File: src/rtl/fetch_stage_if.sv
`default_nettype none
// +----------------------------------------------------------------------+
// | fetch_stage_if : fetch-stage bus (control, imem port, IF/ID outputs)  |
// | Revision: 1.0                                                         |
// +----------------------------------------------------------------------+
interface fetch_stage_if;
  logic        stall;
  logic        redirect;
  logic [15:0] redirect_pc;
  logic [15:0] imem_instr;
  logic [15:0] imem_addr;
  logic        imem_rd_en;
  logic [15:0] if_id_instr;
  logic [15:0] if_id_pc;
  logic [15:0] if_id_pc1;
  logic        if_id_valid;
  logic        fetch_halted;
  logic [15:0] fetch_cnt;

  modport master (
    input  stall, redirect, redirect_pc, imem_instr,
    output imem_addr, imem_rd_en, if_id_instr, if_id_pc, if_id_pc1,
           if_id_valid, fetch_halted, fetch_cnt
  );

  modport slave (
    output stall, redirect, redirect_pc, imem_instr,
    input  imem_addr, imem_rd_en, if_id_instr, if_id_pc, if_id_pc1,
           if_id_valid, fetch_halted, fetch_cnt
  );
endinterface
`default_nettype wire

File: src/rtl/fetch_stage.sv
`default_nettype none
// +----------------------------------------------------------------------+
// | fetch_stage : IF stage with PC, halt FSM and IF/ID pipeline register  |
// | Revision: 1.0                                                         |
// +----------------------------------------------------------------------+
module fetch_stage #(
  parameter logic [3:0]  HLT_OP    = 4'hF,
  parameter logic [15:0] NOP_INSTR = 16'h0000,
  parameter logic [15:0] RST_PC    = 16'h0000
) (
  input  wire            clk,
  input  wire            rst,
  fetch_stage_if.master  bus
);

  typedef enum logic [0:0] {
    S_RUN  = 1'b0,
    S_HALT = 1'b1
  } state_t;

  state_t      state_q, state_d;
  logic [15:0] pc_q, pc_d;
  logic [15:0] instr_q, instr_d;
  logic [15:0] ifpc_q, ifpc_d;
  logic [15:0] ifpc1_q, ifpc1_d;
  logic        valid_q, valid_d;
  logic [15:0] cnt_q, cnt_d;

  always_ff @(posedge clk or posedge rst) begin
    if (rst) begin
      state_q <= S_RUN;
      pc_q    <= RST_PC;
      instr_q <= NOP_INSTR;
      ifpc_q  <= 16'h0000;
      ifpc1_q <= 16'h0000;
      valid_q <= 1'b0;
      cnt_q   <= 16'h0000;
    end else begin
      state_q <= state_d;
      pc_q    <= pc_d;
      instr_q <= instr_d;
      ifpc_q  <= ifpc_d;
      ifpc1_q <= ifpc1_d;
      valid_q <= valid_d;
      cnt_q   <= cnt_d;
    end
  end

  // Priority: redirect > stall > HALT > normal fetch
  always_comb begin
    state_d = state_q;
    pc_d    = pc_q;
    instr_d = instr_q;
    ifpc_d  = ifpc_q;
    ifpc1_d = ifpc1_q;
    valid_d = valid_q;
    cnt_d   = cnt_q;
    if (bus.redirect) begin
      pc_d    = bus.redirect_pc;
      instr_d = NOP_INSTR;
      valid_d = 1'b0;
      state_d = S_RUN;
    end else if (bus.stall) begin
      state_d = state_q;
    end else if (state_q == S_HALT) begin
      instr_d = NOP_INSTR;
      valid_d = 1'b0;
    end else begin
      instr_d = bus.imem_instr;
      ifpc_d  = pc_q;
      ifpc1_d = pc_q + 16'd1;
      valid_d = 1'b1;
      cnt_d   = (cnt_q == 16'hFFFF) ? cnt_q : cnt_q + 16'd1;
      // A fetched HLT is delivered once; the PC parks on it
      if (bus.imem_instr[15:12] == HLT_OP) begin
        state_d = S_HALT;
      end else begin
        pc_d = pc_q + 16'd1;
      end
    end
  end

  assign bus.imem_addr    = pc_q;
  assign bus.imem_rd_en   = (state_q == S_RUN) && !bus.stall;
  assign bus.if_id_instr  = instr_q;
  assign bus.if_id_pc     = ifpc_q;
  assign bus.if_id_pc1    = ifpc1_q;
  assign bus.if_id_valid  = valid_q;
  assign bus.fetch_halted = (state_q == S_HALT);
  assign bus.fetch_cnt    = cnt_q;

endmodule
`default_nettype wire
File: src/flat_wrapper.sv
// flat-port wrapper written by rule: the top's interface ports become plain ports
module fetch_stage_flat 
#(
  parameter logic [3:0]  HLT_OP    = 4'hF,
  parameter logic [15:0] NOP_INSTR = 16'h0000,
  parameter logic [15:0] RST_PC    = 16'h0000
)
  (clk, rst, bus_stall, bus_redirect, bus_redirect_pc, bus_imem_instr, bus_imem_addr, bus_imem_rd_en, bus_if_id_instr, bus_if_id_pc, bus_if_id_pc1, bus_if_id_valid, bus_fetch_halted, bus_fetch_cnt);
  fetch_stage_if bus_i ();
  input  wire clk;
  input  wire rst;
  input wire logic [$bits(bus_i.stall)-1:0] bus_stall;
  input wire logic [$bits(bus_i.redirect)-1:0] bus_redirect;
  input wire logic [$bits(bus_i.redirect_pc)-1:0] bus_redirect_pc;
  input wire logic [$bits(bus_i.imem_instr)-1:0] bus_imem_instr;
  output wire logic [$bits(bus_i.imem_addr)-1:0] bus_imem_addr;
  output wire logic [$bits(bus_i.imem_rd_en)-1:0] bus_imem_rd_en;
  output wire logic [$bits(bus_i.if_id_instr)-1:0] bus_if_id_instr;
  output wire logic [$bits(bus_i.if_id_pc)-1:0] bus_if_id_pc;
  output wire logic [$bits(bus_i.if_id_pc1)-1:0] bus_if_id_pc1;
  output wire logic [$bits(bus_i.if_id_valid)-1:0] bus_if_id_valid;
  output wire logic [$bits(bus_i.fetch_halted)-1:0] bus_fetch_halted;
  output wire logic [$bits(bus_i.fetch_cnt)-1:0] bus_fetch_cnt;
  assign bus_i.stall = bus_stall;
  assign bus_i.redirect = bus_redirect;
  assign bus_i.redirect_pc = bus_redirect_pc;
  assign bus_i.imem_instr = bus_imem_instr;
  assign bus_imem_addr = bus_i.imem_addr;
  assign bus_imem_rd_en = bus_i.imem_rd_en;
  assign bus_if_id_instr = bus_i.if_id_instr;
  assign bus_if_id_pc = bus_i.if_id_pc;
  assign bus_if_id_pc1 = bus_i.if_id_pc1;
  assign bus_if_id_valid = bus_i.if_id_valid;
  assign bus_fetch_halted = bus_i.fetch_halted;
  assign bus_fetch_cnt = bus_i.fetch_cnt;
  fetch_stage #(.HLT_OP(HLT_OP), .NOP_INSTR(NOP_INSTR), .RST_PC(RST_PC)) u_core (.clk(clk), .rst(rst), .bus(bus_i));
endmodule
File: config.mk
export PLATFORM = sky130hd
export DESIGN_NAME = fetch_stage_flat
export DESIGN_NICKNAME = d
export VERILOG_FILES = /design/src/rtl/fetch_stage_if.sv /design/src/rtl/fetch_stage.sv /design/src/flat_wrapper.sv
export SDC_FILE = /design/constraint.sdc
export NUM_CORES = 1
export LEC_CHECK = 0
export CORE_ASPECT_RATIO = 0.7
export CORE_UTILIZATION = 40
export DETAILED_ROUTE_END_ITERATION = 16
export PLACE_DENSITY_LB_ADDON = 0.25
export SLEW_MARGIN = 20
export SYNTH_ARGS = -nofsm -noshare
export SYNTH_HDL_FRONTEND = slang
export SYNTH_SLANG_ARGS = --single-unit
File: constraint.sdc
create_clock -name clk -period 6.1 [get_ports clk]
set_input_delay 1.22 -clock clk [delete_from_list [all_inputs] [get_ports clk]]
set_output_delay 1.22 -clock clk [all_outputs]
set_load 0.03 [all_outputs]
==> impl_metrics.toml <==
[drt]
drt_iter0_markers = 268
detail-route-antenna-nets = 0
post_drt_wl_per_cell_um = 16.3
vias = 3158
drc = 0
wl_um = 9810
first_pass_iters = 4
viasPerCell = 5.25

[setup_path]
reg2reg_slack_ns = 3.81
arrival_ns = 2.89
cpPeakStageDelay_ns = 0.78
path_delay_family = "buffers and inverters"
worstPathRequired_ns = 4.88
crit_top_cell = "clkdlybuf4s50_1"
path_max_fanout = 10
worstSetupStartpointType = "primary input"
crit_type = "in -> out"
crit_chain = "clkdlybuf4s50_1, nor2_2, clkdlybuf4s50_1"
slowest_stage = "clkdlybuf4s50_1"
end_kind = "output port"
cp_num_buf_inv = 2

[yosys]
seq_area_frac_synth = 0.548
synthTopCellsByCount = "nand2_1 (91), dfrtp_1 (82), xnor2_1 (19)"
yosys-top-cells-area = "dfrtp_1 (55%), nand2_1 (9.1%), xnor2_1 (4.4%)"
syn_area_sq_um = 3740
yosys_warnings = 0
ys_ff_latch = 82
synth_ff_type = "dfrtp_1"
postSynthAreaPerCell_sq_um = 10.3
synth.most_common_cell = "nand2_1"
synth-edff-count = 0
yosysTopAreaCell = "dfrtp_1"
synth.distinct_cells = 40
syn_nets = 402
synth_top_area_frac = 0.548
syn_inst = 364
postSynth.asyncResetShare = 1.00

[floorplanning]
die_area_sq_um = 9760
die_w_um = 118
rows = 29
start_util = 0.413
core_area_sq_um = 9070
die_y_um = 82.9
pin_count = 119

[cells_and_area]
nets = 510
area.growth.synth_to_final_pct = 42.2
stdcell_area_sq_um = 5320
final_cell_count_no_fill = 601
diodes = 0
layout-drive-gt1-share = 0.0587

[sta]
slew_headroom = 0.298
finalHoldViolCount = 0
fin_crit_sh = 0.674
rsz0062_at_grt = "false"
maxSlewViolCount = 0
fmax_mhz = 243
min_period_ns = 4.11
setup_viol = 0
finClkSkew_ns = 0.00700
tightest_slew_ns = 1.05
tns_ns = 0

[pwr]
switchingPower_w = 0.000560
power.density_nw_per_um2 = 328
p_sw_frac = 0.320
p_leak_nw = 2.28
pwr-share-clk = 0.333
power.share.sequential = 0.396
peakVddDrop_v = 0.000157
combPwrFrac = 0.272
p_int_w = 0.00119

[grt]
busiest_layer = "met1"
gr-usage-all-layers = 0.209
met1_usage = 0.308
grt_pass1_vias = 3002
grt_max_degree = 83
use_met2 = 0.296
grt_util_met3 = 0.0632
grt-ovfl-total = 0
grt_pass1_wl_um = 16000
grt_antenna_before_repair = 0

[clocking]
cts_sinks = 82
cts_hold_buf = 0
cts_tree = "yes"
ctsResizeCount = 0
path_clk_slew_ns = 0.06
clk_path_buf_depth = 2
htree_levels = 3
numCtsBuffers = 9
worstSkewPairLatency_ns = 0.34
cts_setup_buffers = 0
root_buffer = "clkbuf_16"

[place]
port_buffers = 118
dp_hpwl_um = 6760
globalplace.congestion = 0.799
placed_cell_area_sq_um = 5000
dpl.cell_count = 585

[status]
status = "completed"

[flow_run]
drv_cap = 0

[min_path]
hold_path_class = "reg -> reg"
## placed cells by master, fill, tap and decap left out, types with 5 or more instances in the layout
cell type / Yosys / routed
nand2_1: 91 / 91
xor2_1: 12 / 12
a22o_1: 16 / 16
and3_1: 14 / 14
o211ai_1: 10 / 10
o21ai_0: 18 / 18
and4_1: 6 / 6
clkdlybuf4s50_1: 0 / 118
dfrtp_1: 82 / 82
nand4_1: 12 / 12
nand3_1: 10 / 10
and2_1: 5 / 5
xnor2_1: 19 / 19
clkbuf_16: 0 / 9
## power by group through the flow
stage	clock, W	sequential [W]	combinational [W]
2_1_floorplan	0	0.000827	0.000129
3_5_place_dp	0	0.000698	0.000477
4_1_cts	0.000591	0.000691	0.000478
3_3_place_gp	0	0.000697	0.000469
5_1_grt	0.000613	0.000703	0.000505
6_report	0.000581	0.000691	0.000474
## registers in the layout (all words and copies together), names as in the netlist
name and count:
u_core.bus.fetch_halted 1, u_core.bus.imem_addr 16, u_core.bus.if_id_pc1 16, u_core.bus.if_id_valid 1, u_core.bus.if_id_pc 16, u_core.bus.fetch_cnt 16, u_core.bus.if_id_instr 16
## through the flow
step	hold WS, ns	worst slack, ns	util	total power (W)
after floorplan	0.647	2.77	-	0.000956
after global placement	0.458	1.87	0.551	0.00117
after detailed placement	0.462	1.85	0.551	0.00118
after CTS	0.477	1.97	0.586	0.00176
after global routing	0.504	1.83	0.587	0.00182
final	0.472	1.99	0.587	0.00175
## worst paths after layout
| kind | cells after the start | startpoint | to |
|---|---|---|---|
| max | 3 | bus_stall | bus_imem_rd_en |
| min | 2 | u_core.bus.if_id_pc[14]$_DFFE_PP0P_ | u_core.bus.if_id_pc[14]$_DFFE_PP0P_ |
| max reg2reg | 4 | u_core.bus.fetch_halted$_DFFE_PP0P_ | u_core.bus.imem_addr[13]$_DFFE_PP0P_ |
| min reg2reg | 2 | u_core.bus.if_id_pc[14]$_DFFE_PP0P_ | u_core.bus.if_id_pc[14]$_DFFE_PP0P_ |
| max in group asynchronous | 3 | rst | u_core.bus.imem_addr[5]$_DFFE_PP0P_ |
| min in group asynchronous | 3 | rst | u_core.bus.if_id_instr[8]$_DFFE_PP0P_ |
## logic make-up after synthesis
logic type / Yosys count / share of synthesized area
AOI/OAI and AO/OA: 67 / 0.130
and+or+nand+nor: 153 / 0.203
DFF: 82 / 0.548
muxes: 3 / 0.00869
xor gates and xnor gates: 31 / 0.0725
buffers and inverters: 26 / 0.0308
adders and majority gates: 2 / 0.00668
## metal layers
layer / part of all wire / vias up
li1: - / 1503
met1: 0.48 / 1541
met2: 0.44 / 104
met3: 0.069 / 10
met4: 0.010 / 0
met5: 0 / -
## tightest hold or removal path: cells and delay by family (launching register included)
| kind | cells | cell delay, ns |
|---|---|---|
| AND/OR/NAND/NOR | 2 | 0.11 |
| flip-flops | 1 | 0.34 |
## area by class of cell
cell class / count / area [sq um]
inverter: 2 / 8.76
sequential: 82 / 2050
tap: 124 / 155
clock inverter: 5 / 77.6
multi-input combinational: 256 / 1580
fill: 764 / 3750
clock buffer: 11 / 243
timing repair buffer: 121 / 1210
No activity file was read; power rests on OpenSTA's default activity.
